--- src/rtl/neuron_c_sequencer_if.sv ---
// Operand-in / result-out valid-ready streams of the neuron sequencer.
// slave is the sequencer's view, master the upstream/downstream side.
interface neuron_c_sequencer_if #(
  parameter int WIDTH = 32
);
  logic             in_valid;
  logic             in_ready;
  logic [WIDTH-1:0] in_a;
  logic [WIDTH-1:0] in_w;
  logic [WIDTH-1:0] in_b;
  logic             out_valid;
  logic             out_ready;
  logic [WIDTH-1:0] out_y;

  modport master (
    output in_valid, in_a, in_w, in_b, out_ready,
    input  in_ready, out_valid, out_y
  );

  modport slave (
    input  in_valid, in_a, in_w, in_b, out_ready,
    output in_ready, out_valid, out_y
  );
endinterface

--- src/rtl/neuron_c_sequencer.sv ---
// Loads three (a,w,b) triples into the combinational neuron, waits SETTLE_CYCLES, captures n_y.
// Result valid SETTLE_CYCLES edges after the third accept; input stalls until the result is taken.
module neuron_c_sequencer #(
  parameter int WIDTH         = 32,
  parameter int SETTLE_CYCLES = 1
) (
  input  logic             clk,
  input  logic             rst,
  neuron_c_sequencer_if.slave sif,
  output logic [WIDTH-1:0] n_a_1,
  output logic [WIDTH-1:0] n_a_2,
  output logic [WIDTH-1:0] n_a_3,
  output logic [WIDTH-1:0] n_w_1,
  output logic [WIDTH-1:0] n_w_2,
  output logic [WIDTH-1:0] n_w_3,
  output logic [WIDTH-1:0] n_b_1,
  output logic [WIDTH-1:0] n_b_2,
  output logic [WIDTH-1:0] n_b_3,
  input  logic [WIDTH-1:0] n_y,
  output logic             busy
);

  typedef enum logic [1:0] {LOAD, SETTLE, HOLD} state_t;

  state_t     state;
  logic [1:0] idx;
  logic [3:0] settle_cnt;

  // Gated by rst so nothing is advertised while reset is held.
  assign sif.in_ready = (state == LOAD) && !rst;
  assign busy         = (state != LOAD) && !rst;

  always_ff @(posedge clk) begin
    if (rst) begin
      state         <= LOAD;
      idx           <= '0;
      settle_cnt    <= '0;
      sif.out_valid <= 1'b0;
      sif.out_y     <= '0;
      n_a_1 <= '0; n_a_2 <= '0; n_a_3 <= '0;
      n_w_1 <= '0; n_w_2 <= '0; n_w_3 <= '0;
      n_b_1 <= '0; n_b_2 <= '0; n_b_3 <= '0;
    end else begin
      case (state)
        LOAD: begin
          if (sif.in_valid) begin
            case (idx)
              2'd0: begin n_a_1 <= sif.in_a; n_w_1 <= sif.in_w; n_b_1 <= sif.in_b; end
              2'd1: begin n_a_2 <= sif.in_a; n_w_2 <= sif.in_w; n_b_2 <= sif.in_b; end
              default: begin n_a_3 <= sif.in_a; n_w_3 <= sif.in_w; n_b_3 <= sif.in_b; end
            endcase
            if (idx == 2'd2) begin
              idx        <= '0;
              settle_cnt <= 4'(SETTLE_CYCLES);
              state      <= SETTLE;
            end else begin
              idx <= idx + 2'd1;
            end
          end
        end
        SETTLE: begin
          settle_cnt <= settle_cnt - 4'd1;
          // n_y is only trusted once operands have been stable for the full settle window.
          if (settle_cnt == 4'd1) begin
            sif.out_y     <= n_y;
            sif.out_valid <= 1'b1;
            state         <= HOLD;
          end
        end
        HOLD: begin
          if (sif.out_ready) begin
            sif.out_valid <= 1'b0;
            state         <= LOAD;
          end
        end
        default: state <= LOAD;
      endcase
    end
  end

endmodule

--- src/flat_wrapper.sv ---
// flat-port wrapper written by rule: the top's interface ports become plain ports
module neuron_c_sequencer_flat 
#(
  parameter int WIDTH         = 32,
  parameter int SETTLE_CYCLES = 1
)
  (clk, rst, n_a_1, n_a_2, n_a_3, n_w_1, n_w_2, n_w_3, n_b_1, n_b_2, n_b_3, n_y, busy, sif_in_valid, sif_in_a, sif_in_w, sif_in_b, sif_out_ready, sif_in_ready, sif_out_valid, sif_out_y);
  neuron_c_sequencer_if #(.WIDTH(WIDTH)) sif_i ();
  input  logic clk;
  input  logic rst;
  output logic [WIDTH-1:0] n_a_1;
  output logic [WIDTH-1:0] n_a_2;
  output logic [WIDTH-1:0] n_a_3;
  output logic [WIDTH-1:0] n_w_1;
  output logic [WIDTH-1:0] n_w_2;
  output logic [WIDTH-1:0] n_w_3;
  output logic [WIDTH-1:0] n_b_1;
  output logic [WIDTH-1:0] n_b_2;
  output logic [WIDTH-1:0] n_b_3;
  input  logic [WIDTH-1:0] n_y;
  output logic busy;
  input wire logic [$bits(sif_i.in_valid)-1:0] sif_in_valid;
  input wire logic [$bits(sif_i.in_a)-1:0] sif_in_a;
  input wire logic [$bits(sif_i.in_w)-1:0] sif_in_w;
  input wire logic [$bits(sif_i.in_b)-1:0] sif_in_b;
  input wire logic [$bits(sif_i.out_ready)-1:0] sif_out_ready;
  output wire logic [$bits(sif_i.in_ready)-1:0] sif_in_ready;
  output wire logic [$bits(sif_i.out_valid)-1:0] sif_out_valid;
  output wire logic [$bits(sif_i.out_y)-1:0] sif_out_y;
  assign sif_i.in_valid = sif_in_valid;
  assign sif_i.in_a = sif_in_a;
  assign sif_i.in_w = sif_in_w;
  assign sif_i.in_b = sif_in_b;
  assign sif_i.out_ready = sif_out_ready;
  assign sif_in_ready = sif_i.in_ready;
  assign sif_out_valid = sif_i.out_valid;
  assign sif_out_y = sif_i.out_y;
  neuron_c_sequencer #(.WIDTH(WIDTH), .SETTLE_CYCLES(SETTLE_CYCLES)) u_core (.clk(clk), .rst(rst), .sif(sif_i), .n_a_1(n_a_1), .n_a_2(n_a_2), .n_a_3(n_a_3), .n_w_1(n_w_1), .n_w_2(n_w_2), .n_w_3(n_w_3), .n_b_1(n_b_1), .n_b_2(n_b_2), .n_b_3(n_b_3), .n_y(n_y), .busy(busy));
endmodule
--- config.mk ---
export PLATFORM = sky130hd
export DESIGN_NAME = neuron_c_sequencer_flat
export DESIGN_NICKNAME = d
export VERILOG_FILES = /design/src/rtl/neuron_c_sequencer_if.sv /design/src/rtl/neuron_c_sequencer.sv /design/src/flat_wrapper.sv
export SDC_FILE = /design/constraint.sdc
export NUM_CORES = 1
export LEC_CHECK = 0
export BUFFER_PORTS_ARGS = -buffer_cell sky130_fd_sc_hd__buf_4
export CORE_UTILIZATION = 30
export CTS_CLUSTER_DIAMETER = 50
export DETAILED_ROUTE_END_ITERATION = 7
export SLEW_MARGIN = 5
export SYNTH_ARGS = -nofsm -noshare
export SYNTH_HDL_FRONTEND = slang
export SYNTH_SLANG_ARGS = --single-unit
--- constraint.sdc ---
create_clock -name clk -period 2.4 [get_ports clk]
set_clock_uncertainty 0.1 [all_clocks]
set_input_delay 0.36 -clock clk [delete_from_list [all_inputs] [get_ports clk]]
set_output_delay 0.36 -clock clk [all_outputs]
set_load 0.02 [all_outputs]
Word-level counts from Yosys, hierarchy flattened
Cells that the tools add are included.

storage, ports and cells
  output and inout port bits = 323
  flip-flop bits (word level) = 329
  logic and storage cells = 55

operators by class
  $add $sub $neg = 2
  equality and inequality tests = 9
  mux-type cells = 12
  reduce and logical (&&, ||, !) cells = 17
  bitwise gates (word level) = 1

operators by type and width
  cell                 count
  $reduce_and 3->1     5
  $mux 2               5
  $mux 4               2
  $pmux 4 s2           1
  $ne 2x2->1 const B   3
  $pmux 2 s3           1
  $reduce_bool 2->1    3
  $eq 2x1->1 const B   2
  $eq 2x2->1 const B   2
  $eq 4x1->1 const B   1
  $logic_not 2->1      2
  $reduce_and 2->1     2
  $reduce_and 4->1     1
  $sub 4x1->4 const B  1
  $add 2x1->2 const B  1
  $logic_and 1x1->1    2
  $mux 1               2
  $ne 2x1->1 const B   1
  $pmux 1 s2           1
  $reduce_or 2->1      1
  $logic_not 1->1      1
  $not 1->1            1

Logic depth before layout (Yosys ltp)
Gate-level depths: netlist of run 1.

  depth in word-level cells = 4
  mapped depth = 7
  mapped depth without buffers = 5

Worst setup path before layout of run 1
No wires, ideal clock.

  kind = input-to-output
  from = input port rst
  to = output port busy
  path slack = 630 ps
  arrival time = 1310 ps
  required time = 1940 ps
  cell stages on the path = 4
  path through = clkbuf_1 > clkbuf_1 > clkbuf_1 > a21oi_1

on the way
  longest elaborated chain between the ends = 2

ends and longest elaborated chain
  what                RTL line                  RTL
  start: declaration  flat_wrapper.sv:10        input logic rst;
  $logic_not 1->1     neuron_c_sequencer.sv:31  assign busy = (state != LOAD) && !rst;
  $logic_and 1x1->1   neuron_c_sequencer.sv:31
  end: declaration    flat_wrapper.sv:21        output logic busy;

No other way between the ends.

Worst setup path after layout of run 1
  from = register u_core.state[1]
  to = output port busy

on the way
  longest elaborated chain between the ends = 2

ends and longest elaborated chain
  what                      RTL line                  RTL
  start: declaration        neuron_c_sequencer.sv:25  state_t state;
  start signal: assignment  neuron_c_sequencer.sv:35  state <= LOAD;
  start signal: assignment  neuron_c_sequencer.sv:55  state <= SETTLE;
  start signal: assignment  neuron_c_sequencer.sv:67  state <= HOLD;
  $reduce_bool 2->1         neuron_c_sequencer.sv:31
  $logic_and 1x1->1         neuron_c_sequencer.sv:31

No other way between the ends.

==> Implementation_results.wiki, run 1 <==
{| class="wikitable"
! Metric !! Value
|-
| Post-route fraction of the period consumed by the critical path || 90.0%
|-
| First-pass GRT wire length || 70.3 mm
|-
| Largest area contributor in the synthesized netlist || dfxtp_1
|-
| Synthesized instance count || 1502
|-
| ANT nets after route || 0
|-
| Count of boundary I/O pins || 455
|-
| Synth area leaders || dfxtp_1 (54%), a21oi_1 (13%), nand3_1 (9.2%)
|-
| Crit path launch type || flop
|-
| Slowest CP cell || dfxtp_1
|-
| Part of the power in the clock network || 45.2%
|-
| Type of the tightest min-delay check || primary input to flop
|-
| Accumulated negative setup slack || 0 ns
|-
| Number of port buffers || 454
|-
| Clock buffers created by TritonCTS || 44
|-
| Iter 0 DRT Violations || 877
|-
| Vertical die dimension || 205 um
|-
| Mean post-synth cell area || 8.19 sq um
|-
| Clock insertion delay at the later pin of the skew report || 0.54 ns
|-
| Number of global-route vias before repair || 12216
|-
| Post-CTS clock slew at the launch and capture registers of the worst setup and hold paths || 0.05 ns
|-
| Site row count || 73
|-
| Crit path required time || 1.94 ns
|-
| Worst reg2reg path depth || 4
|-
| Arrival time at the worst endpoint || 1.70 ns
|-
| Worst Path Max Fanout || 15
|-
| Crit path largest cell delay || 0.64 ns
|-
| Initial Util || 30.7%
|-
| Final non-filler cell area || 18600 sq um
|-
| Global Route met3 Usage || 5.33%
|-
| Final wirelength || 46.2 mm
|-
| Synth Cell Area || 12300 sq um
|-
| Global-route congestion overflow total || 0
|-
| Max-cap violations || 0
|-
| Power per Cell Area || 756 nW/um^2
|-
| Slew Limit Fails || 0
|-
| Depth of the worst hold-timing path || 3
|-
| Critical path cell sequence || inv_1, a21oi_1, buf_4
|-
| Post-Syn Nets || 1636
|-
| Final hold violations || 0
|-
| Count of H-tree levels built during CTS || 2
|-
| Max Clk Rate || 463 MHz
|-
| Area enclosed by the die boundary || 41800 sq um
|-
| Residual DRC || 0
|-
| CTS Root Buffer Type || clkbuf_16
|-
| Post-route minimum period || 2.16 ns
|-
| Largest vdd supply drop || 0.000475 V
|-
| Last weighted congestion value of the routability-driven placer || 0.834
|-
| Via density || 5.03
|-
| Clock buffer depth || 3
|-
| Library cells used by synthesis || 31
|-
| Post-synth ARST share || 0%
|-
| Placed wire-length estimate after detailed placement || 29.4 mm
|-
| Placed instance area || 15900 sq um
|-
| Initial DRT Pass Iterations || 5
|-
| Worst relative slew slack || 53.4%
|-
| RSZ-0062 raised after global routing || false
|-
| GR Util met1 || 26.1%
|-
| Number of nets in the layout || 2126
|-
| Result of the run || finished clean
|-
| Number of flops mapped to enable cells by yosys || 0
|-
| Overall die width || 205 um
|-
| Initial antenna violation count || 1
|-
| Combinational cell fraction of total power || 13.6%
|-
| Number of fill cells in the layout || 3797
|-
| Worst Setup End Kind || primary output
|-
| Number of flip-flops and latches in the synthesized netlist || 329
|-
| Floorplan core area || 40100 sq um
|-
| Sequential area share after synthesis || 53.5%
|-
| Most frequent cell after synthesis || a21oi_1
|-
| CTS sink count || 329
|-
| Ratio of cells with drive above 1 in the final layout || 27.4%
|-
| Top cell types by occurrence after synthesis || a21oi_1 (330), dfxtp_1 (329), nand3_1 (225)
|-
| Post-synthesis to final-layout area growth || 51.5%
|-
| Final core utilization || 46.5%
|-
| GRT Util Overall || 21.2%
|-
| Finish-stage setup viols || 0
|-
| Lkg Pwr || 7.39 nW
|-
| Maximum number of pins on one net before global-route repair || 153
|-
| Number of instances resized during post-cts repair || 0
|-
| Average detailed-routed wire length per instance || 18.1 um
|-
| Grt met2 use || 35.0%
|-
| Warning count from the yosys run || 0
|-
| Top-area cell type share of the netlist area || 53.5%
|-
| Grt peak-use layer || met2
|-
| Design internal power || 10.3 mW
|-
| Vias post-DR || 12833
|-
| Worst setup path class || flop to primary output
|-
| Top_reg_cell synth || dfxtp_1
|-
| Slew @ Worst Pin || 0.699 ns
|-
| Sequential power share || 41.2%
|-
| TritonCTS clock tree || built
|-
| Sw Ratio || 26.8%
|-
| Switching power || 3.77 mW
|}
cell families after synthesis:
family                   Yosys count  synth area share (%)
adder cells (fa/ha/maj)            2                 0.203
AND/OR/NAND/NOR                  443                  16.5
buffers and inverters            165                  6.69
AO/OA/AOI/OAI                    561                  22.9
multiplexers                       2                 0.173
flip-flops                       329                  53.5
power by group through the flow:
stage	Combinational, mW	Sequential [mW]	Clock (mW)
final	1.92	5.80	6.37
after global routing	2.06	5.82	6.79
after CTS	1.93	5.80	6.53
after detailed placement	1.75	5.91	0
after global placement	1.73	5.91	0
after floorplan	0.712	6.14	0
cell usage in the layout, fill, tap and decap left out, types with 2 or more instances in the layout:
master and count:
dfxtp_1 328, o21ai_1 35, dlygate4sd3_1 128, clkbuf_8 6, buf_4 461, nor3_1 2, ha_1 2, inv_1 5
clkbuf_1 9, clkinvlp_4 3, bufinv_16 2, nand3_1 225, nand2_1 198, inv_8 3, inv_6 3, nor2_1 2
or3b_2 2, o21ai_0 193, clkinv_2 5, nand2b_1 3, clkinv_4 3, nor2b_1 2, buf_12 13, a21oi_1 330
clkbuf_16 45
worst paths after layout:
path	start	to	slack [ns]
setup / recovery	u_core.state[1]	busy	0.24
hold / removal	n_y[17]	u_core.sif.out_y[17]	0.05
setup reg to reg	u_core.state[1]	u_core.n_w_2[23]	0.43
hold reg to reg	u_core.n_b_3[1]	u_core.n_b_3[1]	0.35
worst max-delay path, delay by kind of cell, from the launching register on:
family,cells,cell delay [ns]
DFF,1,0.64
buffers and inverters,2,0.36
AOI/OAI and AO/OA,1,0.16
state kept, by name, summed over array words and instances (netlist names):
name and cells:
u_core.idx 2, u_core.n_a_1 32, u_core.n_a_2 32, u_core.n_a_3 32, u_core.n_b_1 32, u_core.n_b_2 32, u_core.n_b_3 32, u_core.n_w_1 32
u_core.n_w_2 32, u_core.n_w_3 32, u_core.settle_cnt 4, u_core.sif.out_valid 1, u_core.sif.out_y 32, u_core.state 2
final cells by class:
| cell class | instances | area [sq um] | share of cell area [%] |
|---|---|---|---|
| sequential | 329 | 6590 | 35.3 |
| timing repair buffer | 603 | 5020 | 26.9 |
| multi-input combinational | 1008 | 4920 | 26.4 |
| clock buffer | 60 | 1240 | 6.66 |
| tap | 525 | 657 | 3.52 |
| clock inverter | 18 | 185 | 0.993 |
| inverter | 6 | 27.5 | 0.148 |
| antenna | 1 | 2.50 | 0.0134 |
stage by stage:
| step | setup WS, ns | std cells | power [mW] | hold WS [ns] |
|---|---|---|---|---|
| after floorplan | 0.630 | 1502 | 6.85 | 0.379 |
| after global placement | 0.481 | 2343 | 7.64 | 0.342 |
| after detailed placement | 0.467 | 2343 | 7.67 | 0.348 |
| after CTS | 0.191 | 2549 | 14.3 | 0.0135 |
| after global routing | 0.121 | 2550 | 14.7 | 0.0322 |
| final | 0.241 | 2550 | 14.1 | 0.0492 |
per-layer routing:
metal,part of all wire [%],vias to the layer above
met5,0,-
met4,3.5,0
met3,6.9,88
met2,48,448
met1,41,6090
li1,-,6207
timing repair:
item / in CTS / in global routing
hold buffers: 128 / 0
endpoints found under the hold margin: 303 / 0
buffers inserted: 0 / 0
Note: power is estimated with default switching activity, not from simulation.
==> inputs of run 2 (changes only) <==
--- a/config.mk
+++ b/config.mk
@@ -9,6 +9,7 @@
 export CORE_UTILIZATION = 30
 export CTS_CLUSTER_DIAMETER = 50
 export DETAILED_ROUTE_END_ITERATION = 7
+export RECOVER_POWER = 100
 export SLEW_MARGIN = 5
 export SYNTH_ARGS = -nofsm -noshare
 export SYNTH_HDL_FRONTEND = slang
==> Implementation_results.wiki, run 2 (same netlist as run 1, synthesis figures left out) <==
{| class="wikitable"
! Metric !! Value
|-
| Result of the run || finished clean
|-
| Critical path cell sequence || inv_1, a21oi_1, buf_4
|-
| Minimum setup slack in the final design || 0.255 ns
|-
| ANT nets after route || 0
|-
| Clock buffer depth || 3
|-
| Accumulated negative setup slack || 0 ns
|-
| Worst setup path class || flop to primary output
|-
| Post-route minimum period || 2.14 ns
|-
| Crit path launch type || flop
|-
| Largest vdd supply drop || 0.000475 V
|-
| Setup Slack @ Placement || 0.467 ns
|-
| Initial Util || 30.7%
|-
| Maximum number of pins on one net before global-route repair || 153
|-
| Vias post-DR || 12875
|-
| Lkg Pwr || 6.01 nW
|-
| Number of port buffers || 454
|-
| Type of the tightest min-delay check || primary input to flop
|-
| Final hold violations || 0
|-
| Via density || 5.05
|-
| CTS sink count || 329
|-
| Placed cell count || 2343
|-
| First-pass GRT wire length || 70.3 mm
|-
| Number of global-route vias before repair || 12216
|-
| Crit path required time || 1.94 ns
|-
| Post-route fraction of the period consumed by the critical path || 89.4%
|-
| RSZ-0062 raised after global routing || false
|-
| Sw Ratio || 27.1%
|-
| Vertical die dimension || 205 um
|-
| Highest-count cells in the layout ignoring fill and taps || clkbuf_1 (331), a21oi_1 (330), dfxtp_1 (329), nand3_1 (225), o21ai_0 (208)
|-
| Overall die width || 205 um
|-
| Top delay family on crit path || flip-flops
|-
| Clock insertion delay at the later pin of the skew report || 0.55 ns
|-
| Global-route congestion overflow total || 0
|-
| Floorplan core area || 40100 sq um
|-
| Sequential power share || 41.7%
|-
| Average detailed-routed wire length per instance || 18.2 um
|-
| Initial antenna violation count || 1
|-
| Power per Cell Area || 801 nW/um^2
|-
| Iter 0 DRT Violations || 798
|-
| Slew @ Worst Pin || 1.04 ns
|-
| Max-cap violations || 0
|-
| Worst Path Max Fanout || 11
|-
| Ratio of cells with drive above 1 in the final layout || 11.3%
|-
| Clock buffers created by TritonCTS || 44
|-
| Count of non-filler cells in the finished layout || 2550
|-
| Last weighted congestion value of the routability-driven placer || 0.834
|-
| Number of nets in the layout || 2126
|-
| Post-synthesis to final-layout area growth || 41.1%
|-
| Area enclosed by the die boundary || 41800 sq um
|-
| Leading cell type in the layout, fill and taps excluded || clkbuf_1
|-
| GRT Util Overall || 21.2%
|-
| Part of the power in the clock network || 45.9%
|-
| Crit path largest cell delay || 0.55 ns
|-
| CTS Root Buffer Type || clkbuf_16
|-
| Design internal power || 10.1 mW
|-
| Count of boundary I/O pins || 455
|-
| Initial DRT Pass Iterations || 5
|-
| Site row count || 73
|-
| Post-CTS clock slew at the launch and capture registers of the worst setup and hold paths || 0.05 ns
|-
| Finish-stage setup viols || 0
|-
| Count of H-tree levels built during CTS || 2
|-
| Worst Setup End Kind || primary output
|-
| TritonCTS clock tree || built
|-
| Combinational cell fraction of total power || 12.5%
|-
| Placed wire-length estimate after detailed placement || 29.4 mm
|-
| Max Clk Rate || 466 MHz
|-
| Worst path buffer plus inverter count || 2
|-
| Final wirelength || 46.3 mm
|-
| Arrival time at the worst endpoint || 1.68 ns
|-
| Switching power || 3.77 mW
|-
| Slowest CP cell || dfxtp_1
|-
| Slew Limit Fails || 0
|-
| Number of fill cells in the layout || 4130
|-
| Residual DRC || 0
|-
| Worst relative slew slack || 30.7%
|}
## run 2: cell count changes in the layout (fill, tap and decap cells not counted), sizes merged
cell    change
buf       -326
clkbuf    +326
## run 2: worst register-to-register path: cells and delay by family, from the launching register on
kind	cells	cell delay (ns)
and+or+nand+nor	2	0.69
buffers and inverters	1	0.66
DFF	1	0.45
AOI/OAI and AO/OA	1	0.16
## run 2: worst paths after layout
kind	from	end	slack [ns]	cells past startpoint
max	u_core.state[0]	busy	0.26	3
min reg2reg	u_core.n_w_3[18]	u_core.n_w_3[18]	0.35	2
max reg2reg	u_core.state[1]	u_core.n_w_2[4]	0.26	4
min	n_y[17]	u_core.sif.out_y[17]	0.05	3
## run 2: repair_timing
| action | CTS | global route |
|---|---|---|
| resized for setup | 0 | 0 |
| endpoints found under the hold margin | 303 | 0 |
| hold buffers | 128 | 0 |
| setup buffers | 0 | 0 |
## run 2: power groups by stage
stage               logic (mW)  clock network, mW  registers (mW)
floorplan                0.712                  0            6.14
global placement          1.73                  0            5.91
detailed placement        1.75                  0            5.91
CTS                       1.93               6.53            5.80
global route              1.88               6.79            5.81
finish                    1.73               6.38            5.79
## run 2: area by class of cell
cell class / count / area [sq um] / share of cell area [%]
clock buffer: 60 / 1240 / 7.15
antenna: 1 / 2.50 / 0.0144
clock inverter: 18 / 185 / 1.07
inverter: 6 / 27.5 / 0.159
sequential: 329 / 6590 / 37.9
timing repair buffer: 603 / 3770 / 21.7
tap: 525 / 657 / 3.78
multi-input combinational: 1008 / 4900 / 28.2
## run 2: layer usage
| metal | wire, um | GRT usage, % | up-vias |
|---|---|---|---|
| met5 | 0 | 0 | - |
| met2 | 22100 | 35.0 | 480 |
| met4 | 1700 | 9.01 | 0 |
| met1 | 19200 | 26.1 | 6097 |
| met3 | 3320 | 5.33 | 96 |
| li1 | - | - | 6202 |
## run 2: metrics by stage
stage | hold slack [ns] | total power [mW] | area (sq um) | util [%]
after floorplan | 0.379 | 6.85 | 12300 | -
after global placement | 0.342 | 7.64 | 15900 | 39.7
after detailed placement | 0.348 | 7.67 | 15900 | 39.7
after CTS | 0.0135 | 14.3 | 18600 | 46.5
after global routing | 0.0322 | 14.5 | 17400 | 43.3
final | 0.0479 | 13.9 | 17400 | 43.3
==> inputs of run 3 (changes only) <==
--- a/config.mk
+++ b/config.mk
@@ -5,9 +5,10 @@
 export SDC_FILE = /design/constraint.sdc
 export NUM_CORES = 1
 export LEC_CHECK = 0
-export BUFFER_PORTS_ARGS = -buffer_cell sky130_fd_sc_hd__buf_4
+export BUFFER_PORTS_ARGS = -buffer_cell sky130_fd_sc_hd__buf_2
 export CORE_UTILIZATION = 30
 export CTS_CLUSTER_DIAMETER = 50
+export CTS_CLUSTER_SIZE = 20
 export DETAILED_ROUTE_END_ITERATION = 7
 export RECOVER_POWER = 100
 export SLEW_MARGIN = 5
==> Implementation_results.wiki, run 3 (same netlist as run 1, synthesis figures left out) <==
{| class="wikitable"
! Metric !! Value
|-
| Floorplan core area || 40100 sq um
|-
| Design internal power || 9.82 mW
|-
| Worst Setup End Kind || primary output
|-
| Last weighted congestion value of the routability-driven placer || 0.814
|-
| Crit path launch type || flop
|-
| Largest vdd supply drop || 0.000488 V
|-
| Residual DRC || 0
|-
| Slew @ Worst Pin || 0.945 ns
|-
| Critical path cell sequence || inv_1, a21oi_1, clkbuf_2
|-
| Highest-count cells in the layout ignoring fill and taps || a21oi_1 (330), dfxtp_1 (328), clkbuf_1 (323), nand3_1 (225), o21ai_0 (219)
|-
| Number of fill cells in the layout || 4147
|-
| Final hold violations || 0
|-
| Count of boundary I/O pins || 455
|-
| Worst relative slew slack || 37.0%
|-
| Postcts setup bufs || 0
|-
| Max Clk Rate || 461 MHz
|-
| Finish-stage setup viols || 0
|-
| Lkg Pwr || 5.89 nW
|-
| Initial Util || 30.7%
|-
| Post-route minimum period || 2.17 ns
|-
| Average detailed-routed wire length per instance || 17.9 um
|-
| Final wirelength || 45.6 mm
|-
| Global-route congestion overflow total || 0
|-
| Area enclosed by the die boundary || 41800 sq um
|-
| Slowest CP cell || dfxtp_1
|-
| Result of the run || finished clean
|-
| Ratio of cells with drive above 1 in the final layout || 11.7%
|-
| GRT Util Overall || 20.6%
|-
| Crit path largest cell delay || 0.54 ns
|-
| Max-cap violations || 0
|-
| Type of the tightest min-delay check || primary input to flop
|-
| Sequential power share || 42.2%
|-
| Combinational cell fraction of total power || 12.3%
|-
| First-pass GRT wire length || 68.5 mm
|-
| Total met3 wirelength after detailed routing || 3.28 mm
|-
| Clock buffer depth || 3
|-
| Maximum number of pins on one net before global-route repair || 125
|-
| Met2 wire length || 21.7 mm
|-
| Vias post-DR || 12996
|-
| Accumulated negative setup slack || 0 ns
|-
| Part of the power in the clock network || 45.5%
|-
| Post-CTS clock slew at the launch and capture registers of the worst setup and hold paths || 0.07 ns
|-
| Metal-1 WL || 18.6 mm
|-
| Placed wire-length estimate after detailed placement || 29.2 mm
|-
| Via density || 5.11
|-
| Number of nets in the layout || 2124
|-
| Post-route fraction of the period consumed by the critical path || 90.4%
|-
| Clock buffers created by TritonCTS || 38
|-
| Power per Cell Area || 806 nW/um^2
|-
| Leading cell type in the layout, fill and taps excluded || a21oi_1
|-
| Switching power || 3.89 mW
|-
| Number of global-route vias before repair || 12379
|-
| Number of instances resized during post-cts repair || 0
|-
| Iter 0 DRT Violations || 894
|-
| Overall die width || 205 um
|-
| Worst Path Max Fanout || 11
|-
| ANT nets after route || 0
|-
| TritonCTS clock tree || built
|-
| Crit path required time || 1.94 ns
|-
| Post-synthesis to final-layout area growth || 38.3%
|-
| Initial antenna violation count || 1
|-
| RSZ-0062 raised after global routing || false
|-
| CTS Root Buffer Type || clkbuf_16
|-
| Hold Worst Slack || 0.0361 ns
|-
| Worst setup path class || flop to primary output
|-
| CTS sink count || 329
|-
| Arrival time at the worst endpoint || 1.71 ns
|-
| Count of H-tree levels built during CTS || 2
|-
| Initial DRT Pass Iterations || 5
|-
| Site row count || 73
|-
| Sw Ratio || 28.4%
|-
| Number of port buffers || 454
|-
| Vertical die dimension || 205 um
|-
| Clock insertion delay at the later pin of the skew report || 0.54 ns
|-
| Slew Limit Fails || 0
|-
| Highest metal layer with signal wires || met4
|}
-- run 3: worst max-delay path, delay by kind of cell, from the launching register on --
kind	cells	cell delay, ns
buffers and inverters	2	0.43
flip-flops	1	0.54
AO/OA/AOI/OAI	1	0.20
-- run 3: path summary, 6_finish.rpt --
kind / slack (ns) / from / to / depth (start not counted)
setup reg to reg: 0.26 / u_core.state[0] / u_core.n_w_2[28] / 5
setup / recovery: 0.23 / u_core.state[0] / busy / 3
hold reg to reg: 0.35 / u_core.n_w_3[18] / u_core.n_w_3[18] / 2
hold / removal: 0.04 / sif_in_a[22] / u_core.n_a_3[22] / 3
-- run 3: power groups by stage --
stage               Combinational, mW  Sequential [mW]  Clock (mW)
detailed placement               1.60             5.90           0
floorplan                       0.712             6.14           0
global placement                 1.58             5.89           0
global route                     1.82             5.81        6.61
finish                           1.69             5.78        6.24
CTS                              1.76             5.78        6.42
-- run 3: timing repair --
| action | in CTS | in global routing |
|---|---|---|
| endpoints found under the hold margin | 285 | 0 |
| hold buffers | 124 | 0 |
| endpoints found under the setup margin | 0 | 0 |
-- run 3: per-layer routing --
layer / up-vias / GRT usage, %
met5: - / 0
met4: 0 / 10.9
li1: 6220 / -
met2: 542 / 34.2
met1: 6113 / 24.4
met3: 121 / 5.31
-- run 3: layout make-up --
class	instances	area [sq um]	area share (%)
flip-flops and latches	329	6590	38.7
multi-input cells	1008	4890	28.7
repair buffers	607	3480	20.5
clock buffers	42	1010	5.92
well taps	525	657	3.86
clock inverters	26	354	2.08
inverters	6	27.5	0.162
diodes	1	2.50	0.0147
-- run 3: through the flow --
step / setup WS (ns) / util (%) / std cells / power [mW] / instance area, sq um
after floorplan: 0.630 / - / 1502 / 6.85 / 12300
after global placement: 0.366 / 37.1 / 2351 / 7.48 / 14900
after detailed placement: 0.329 / 37.1 / 2351 / 7.50 / 14900
after CTS: 0.141 / 43.6 / 2543 / 14.0 / 17500
after global routing: 0.102 / 42.4 / 2544 / 14.2 / 17000
final: 0.230 / 42.4 / 2544 / 13.7 / 17000
